<file path="src/rtl/arm_mem_pkg.sv">
// Shared types and constants for the MEM-stage SRAM controller.
package arm_mem_pkg;

    localparam int unsigned SRAM_DW       = 16;
    localparam logic [31:0] BASE_ADDR_DEF = 32'd1024;

    typedef enum logic [2:0] {
        ST_IDLE  = 3'd0,
        ST_RD_LO = 3'd1,
        ST_RD_HI = 3'd2,
        ST_WR_LO = 3'd3,
        ST_WR_HI = 3'd4,
        ST_DONE  = 3'd5
    } state_e;

    function automatic logic is_access(input state_e s);
        return (s == ST_RD_LO) || (s == ST_RD_HI) || (s == ST_WR_LO) || (s == ST_WR_HI);
    endfunction

endpackage

</file>
<file path="src/rtl/mem_phase_counter.sv">
// Per-half access phase counter: counts 0..WAIT_CYCLES, cleared between halves.
module mem_phase_counter #(
    parameter int WAIT_CYCLES = 1,
    parameter int CW          = 1
) (
    input  logic          clk,
    input  logic          rst,
    input  logic          clear_i,
    output logic [CW-1:0] cnt_d_o,
    output logic          done_o
);

    logic [CW-1:0] cnt_q, cnt_d;

    assign cnt_d   = clear_i ? '0 : cnt_q + CW'(1);
    assign cnt_d_o = cnt_d;
    assign done_o  = (cnt_q == CW'(WAIT_CYCLES));

    always_ff @(posedge clk or posedge rst) begin
        if (rst) begin
            cnt_q <= '0;
        end else begin
            cnt_q <= cnt_d;
        end
    end

endmodule

</file>
<file path="src/rtl/mem_stage_sram_ctrl.sv">
// MEM-stage controller: splits a 32-bit load/store into two 16-bit async SRAM
// accesses (low half first) and holds the pipeline via ready until done.
module mem_stage_sram_ctrl
    import arm_mem_pkg::*;
#(
    parameter int          SRAM_AW     = 18,
    parameter logic [31:0] BASE_ADDR   = BASE_ADDR_DEF,
    parameter int          WAIT_CYCLES = 1
) (
    input  logic               clk,
    input  logic               rst,
    input  logic               mem_r_en,
    input  logic               mem_w_en,
    input  logic [31:0]        addr,
    input  logic [31:0]        wdata,
    output logic [31:0]        rdata,
    output logic               ready,
    output logic [SRAM_AW-1:0] sram_addr,
    output logic [SRAM_DW-1:0] sram_dq_out,
    output logic               sram_dq_oe,
    input  logic [SRAM_DW-1:0] sram_dq_in,
    output logic               sram_we_n,
    output logic               sram_oe_n
);

    localparam int CW = (WAIT_CYCLES < 1) ? 1 : $clog2(WAIT_CYCLES + 1);

    state_e        state_q, state_d;
    logic [CW-1:0] cnt_d;
    logic          cnt_clr, cnt_done;

    logic [31:0]        off;
    logic [SRAM_AW-1:0] addr_lo, addr_hi;
    logic               unused_off;

    logic [31:0]        rdata_q;
    logic [SRAM_AW-1:0] sram_addr_q, sram_addr_d;
    logic [SRAM_DW-1:0] dq_out_q, dq_out_d;
    logic               dq_oe_q, dq_oe_d;
    logic               we_n_q, we_n_d;
    logic               oe_n_q, oe_n_d;

    // Word-aligned byte offset becomes an even half-word index; wraps modulo 2^SRAM_AW.
    assign off        = addr - BASE_ADDR;
    assign addr_lo    = {off[SRAM_AW:2], 1'b0};
    assign addr_hi    = {off[SRAM_AW:2], 1'b1};
    assign unused_off = ^{off[31:SRAM_AW+1], off[1:0]};

    mem_phase_counter #(
        .WAIT_CYCLES (WAIT_CYCLES),
        .CW          (CW)
    ) u_phase (
        .clk     (clk),
        .rst     (rst),
        .clear_i (cnt_clr),
        .cnt_d_o (cnt_d),
        .done_o  (cnt_done)
    );

    always_comb begin
        state_d = state_q;
        ready   = 1'b0;
        cnt_clr = 1'b1;
        case (state_q)
            ST_IDLE: begin
                ready = ~(mem_r_en | mem_w_en);
                if (mem_w_en) begin
                    state_d = ST_WR_LO;
                end else if (mem_r_en) begin
                    state_d = ST_RD_LO;
                end
            end
            ST_RD_LO: begin
                cnt_clr = cnt_done;
                if (cnt_done) state_d = ST_RD_HI;
            end
            ST_RD_HI: begin
                cnt_clr = cnt_done;
                if (cnt_done) state_d = ST_DONE;
            end
            ST_WR_LO: begin
                cnt_clr = cnt_done;
                if (cnt_done) state_d = ST_WR_HI;
            end
            ST_WR_HI: begin
                cnt_clr = cnt_done;
                if (cnt_done) state_d = ST_DONE;
            end
            ST_DONE: begin
                // Request still seen here belongs to the instruction just finished.
                ready   = 1'b1;
                state_d = ST_IDLE;
            end
            default: state_d = ST_IDLE;
        endcase
    end

    // Pins are decoded from the next state/count and registered, so each pin
    // reflects the current state with no decode glitch (notably on we_n).
    always_comb begin
        sram_addr_d = '0;
        dq_out_d    = '0;
        dq_oe_d     = 1'b0;
        we_n_d      = 1'b1;
        oe_n_d      = 1'b1;
        case (state_d)
            ST_RD_LO: begin
                sram_addr_d = addr_lo;
                oe_n_d      = 1'b0;
            end
            ST_RD_HI: begin
                sram_addr_d = addr_hi;
                oe_n_d      = 1'b0;
            end
            ST_WR_LO: begin
                sram_addr_d = addr_lo;
                dq_out_d    = wdata[15:0];
                dq_oe_d     = 1'b1;
                we_n_d      = (cnt_d == CW'(WAIT_CYCLES));
            end
            ST_WR_HI: begin
                sram_addr_d = addr_hi;
                dq_out_d    = wdata[31:16];
                dq_oe_d     = 1'b1;
                we_n_d      = (cnt_d == CW'(WAIT_CYCLES));
            end
            default: ;
        endcase
    end

    always_ff @(posedge clk or posedge rst) begin
        if (rst) begin
            state_q     <= ST_IDLE;
            sram_addr_q <= '0;
            dq_out_q    <= '0;
            dq_oe_q     <= 1'b0;
            we_n_q      <= 1'b1;
            oe_n_q      <= 1'b1;
        end else begin
            state_q     <= state_d;
            sram_addr_q <= sram_addr_d;
            dq_out_q    <= dq_out_d;
            dq_oe_q     <= dq_oe_d;
            we_n_q      <= we_n_d;
            oe_n_q      <= oe_n_d;
        end
    end

    always_ff @(posedge clk or posedge rst) begin
        if (rst) begin
            rdata_q <= '0;
        end else if (cnt_done && is_access(state_q)) begin
            if (state_q == ST_RD_LO) rdata_q[15:0]  <= sram_dq_in;
            if (state_q == ST_RD_HI) rdata_q[31:16] <= sram_dq_in;
        end
    end

    assign rdata       = rdata_q;
    assign sram_addr   = sram_addr_q;
    assign sram_dq_out = dq_out_q;
    assign sram_dq_oe  = dq_oe_q;
    assign sram_we_n   = we_n_q;
    assign sram_oe_n   = oe_n_q;

endmodule
</file>
<file path="config.mk">
export PLATFORM = sky130hd
export DESIGN_NAME = mem_stage_sram_ctrl
export DESIGN_NICKNAME = d
export VERILOG_FILES = /design/src/rtl/arm_mem_pkg.sv /design/src/rtl/mem_phase_counter.sv /design/src/rtl/mem_stage_sram_ctrl.sv
export SDC_FILE = /design/constraint.sdc
export NUM_CORES = 1
export LEC_CHECK = 0
export ABC_AREA = 1
export CAP_MARGIN = 0
export CORE_UTILIZATION = 43
export CTS_CLUSTER_SIZE = 20
export DETAILED_ROUTE_END_ITERATION = 7
export PLACE_DENSITY = 0.86
export SETUP_SLACK_MARGIN = 0.5
export SYNTH_ARGS = -nofsm -noshare
export SYNTH_HDL_FRONTEND = slang
export SYNTH_HIERARCHICAL = 1
export SYNTH_SLANG_ARGS = --single-unit
</file>
<file path="constraint.sdc">
create_clock -name clk -period 6.7 [get_ports clk]
set_clock_uncertainty 0.15 [all_clocks]
set_input_delay 0.67 -clock clk [delete_from_list [all_inputs] [get_ports clk]]
set_output_delay 0.67 -clock clk [all_outputs]
set_load 0.02 [all_outputs]
</file>
==> reports/qor.csv <==
stage,metric,value,unit
run_status,outcome,"complete, no violations",
global_routing,grt_max_degree,38,
setup_path,crit_path_end_kind,output pin,
route,vias,2668,
synthesis,synth.top_cell.area_share,59.2,%
pwr,power_density,496,mW/mm^2
layout,diodes,0,
die,die_y,85.5,microns
synthesis,synth_warnings,6,
layout,regArea,0.00183,sq mm
route,wl,7490,microns
setup_path,critPathMaxFanout,3,
setup_path,crit_chain,clkdlybuf4s50_1 > nand3b_1 > o21ai_0 > clkdlybuf4s50_1,
pwr,peakVddDrop,0.000259,V
setup_path,required,5.88,ns
synthesis,synth.avg_cell_area,9.01,sq um
pwr,switching_share,41.6,%
setup_path,critPathBufInv,2,
clock_network,cts_tree,yes,
route,vias_per_cell,4.78,
die,core,0.00676,sq mm
route,ant_nets,0,
place,port-buffer-count,138,
layout,final_util,68.7,%
layout,drive_gt1_share,7.74,%
die,initial_core_util,44.4,%
synthesis,yosys_register_bits,73,
route,wl_per_cell,13.4,microns
sta,grt_setup_unrepaired,false,
synthesis,syn_inst,333,
sta,final-hold-violation-count,0,
pwr,seq_power_share,31.8,%
pwr,power,2.30,mW
sta,finalSetupViolations,0,
setup_path,crit_family,buffers and inverters,
place,gp_congestion,0.824,
layout,final_cell_mix,"nand2_1, clkdlybuf4s50_1, dfrtp_1",
setup_path,critPathKind,input pin to output pin,
global_routing,first_global_vias,2613,
layout,syn_to_final_growth,54.8,%
sta,holdWs,0.339,ns
clock_network,post-cts-setup-buffers,0,
global_routing,gr-total-overflow,0,
clock_network,cts_buffers,9,
sta,max_slew.worst_pin.slew,0.966,ns
sta,tns,0,ns
pwr,power_frac_comb,52.0,%
setup_path,timing.critical_path.slowest_cell_delay,0.62,ns
clock_network,cts_buffer_depth,2,
layout,nets,558,
clock_network,insertion_delay,0.34,ns
pwr,power.internal,1.34,mW
setup_path,cp.arrival,2.00,ns
global_routing,antenna_found_initial,0,
pwr,clkPwrFrac,16.2,%
die,rows,30,
die,die_w,85.5,microns
sta,drv_slew,0,
pwr,switchingPower,0.959,mW
pwr,power.static_leakage,2.28,nW
synthesis,synth_largest_area_cell,dfrtp_1,
setup_path,crit_top_cell,clkdlybuf4s50_1,
layout,fill_cells,493,
clock_network,clk_pin_slew_worst_paths,0.08,ns
sta,slew_headroom,35.4,%
route,dr.pass1.iters,4,
clock_network,hold_buffers,0,
layout,mostFrequentLayoutCell,nand2_1,
clock_network,cts_root_buf,clkbuf_8,
clock_network,cts_sinks,73,
hold_path,hp-class,register to register,
global_routing,gr-usage-all-layers,21.2,%
sta,finalCriticalPeriod,2.82,ns
synthesis,ys_types,23,
place,dp_hpwl,5720,microns
job,drv_cap,0,
global_routing,grt_pass1_wl,11900,microns
sta,post-route-period-util,42.0,%
route,drt_iter0_drc,75,
setup_path,start_kind,input pin,
sta,fmax,355,MHz
die,ios,154,
clock_network,cts.repair.resized,0,
route,drcViolationCount,0,
die,dieArea,0.00732,sq mm
clock_network,htreeDepth,3,
synthesis,syn_nets,418,
synthesis,synth_area,0.00300,sq mm
synthesis,ys_seq_area_share,61.0,%
layout,multi_input_area,987,sq um
synthesis,synth_area_leaders,"dfrtp_1, nand2_1, o21ai_0",
setup_path,cp_slowest_cell,clkdlybuf4s50_1,
[layout make-up]
type	count	area share (%)
clock buffers	9	2.67
clock inverters	7	2.02
inverters	32	2.59
multi-input cells	218	21.3
flip-flops and latches	73	39.4
well taps	80	2.16
repair buffers	139	29.9
[metrics by stage]
stage          std cells  instance area [sq um]  setup slack, ns
2_1_floorplan        333                   3000             4.06
3_3_place_gp         542                   4430             3.92
3_5_place_dp         542                   4430             3.88
4_1_cts              558                   4640             3.88
5_1_grt              558                   4640             3.84
6_report             558                   4640             3.88
[worst register-to-register path, delay by kind of cell, from the launching register on]
| family | cells | cell delay, ns |
|---|---|---|
| flops | 1 | 0.44 |
| simple gates | 2 | 0.86 |
| compound gates | 1 | 0.48 |
[flip-flops by register name (all words and copies together), names as in the netlist]
register and flops:
rdata 32, sram_addr 18, sram_dq_out 16, state_q 3, sram_dq_oe 1, sram_oe_n 1, sram_we_n 1, u_phase/done_o 1
[power groups by stage]
stage	clock, mW	sequential, mW	combinational, mW
after detailed placement	0	0.741	1.21
after floorplan	0	0.951	0.499
after global placement	0	0.728	1.16
after global routing	0.404	0.751	1.31
after CTS	0.382	0.733	1.21
final	0.373	0.733	1.20
[worst paths after layout]
kind | startpoint | to | slack, ns | depth (start not counted)
min reg2reg | rdata[17] | rdata[17] | 0.34 | 2
max | mem_r_en | ready | 3.88 | 4
max reg2reg | state_q[2] | rdata[25] | 4.64 | 3
min | rdata[17] | rdata[17] | 0.34 | 2
max in group asynchronous | rst | sram_we_n | 4.79 | 3
min in group asynchronous | rst | u_phase/done_o | 0.36 | 2
[Yosys cell counts, drive strengths merged]
cell type / n
xor2: 4
nand3: 6
ha: 1
dfstp: 2
o21ai: 35
nand2: 150
nand4: 2
inv: 32
buf: 4
clkbuf: 6
nand3b: 1
a21boi: 1
nor2: 13
dfrtp: 71
xnor2: 4
a21oi: 1
[per-layer routing]
| metal | GRT usage [%] | part of all wire [%] | routed length [microns] | up-vias |
|---|---|---|---|---|
| met2 | 36.0 | 48 | 3610 | 127 |
| met3 | 7.31 | 9.4 | 705 | 18 |
| met4 | 9.39 | 2.2 | 167 | 0 |
| li1 | - | - | - | 1299 |
| met1 | 24.3 | 40 | 3000 | 1224 |
| met5 | 0 | 0 | 0 | - |
[kinds of logic after synthesis]
kind of cell / count (synthesis) / share of synthesized area (%)
AND/OR/NAND/NOR: 172 / 23.4
buffers and inverters: 42 / 6.13
flip-flops: 73 / 61.0
XOR/XNOR: 8 / 2.34
adder cells (fa/ha/maj): 1 / 0.417
AO/OA/AOI/OAI: 37 / 6.76
Note: power is estimated with default switching activity, not from simulation.
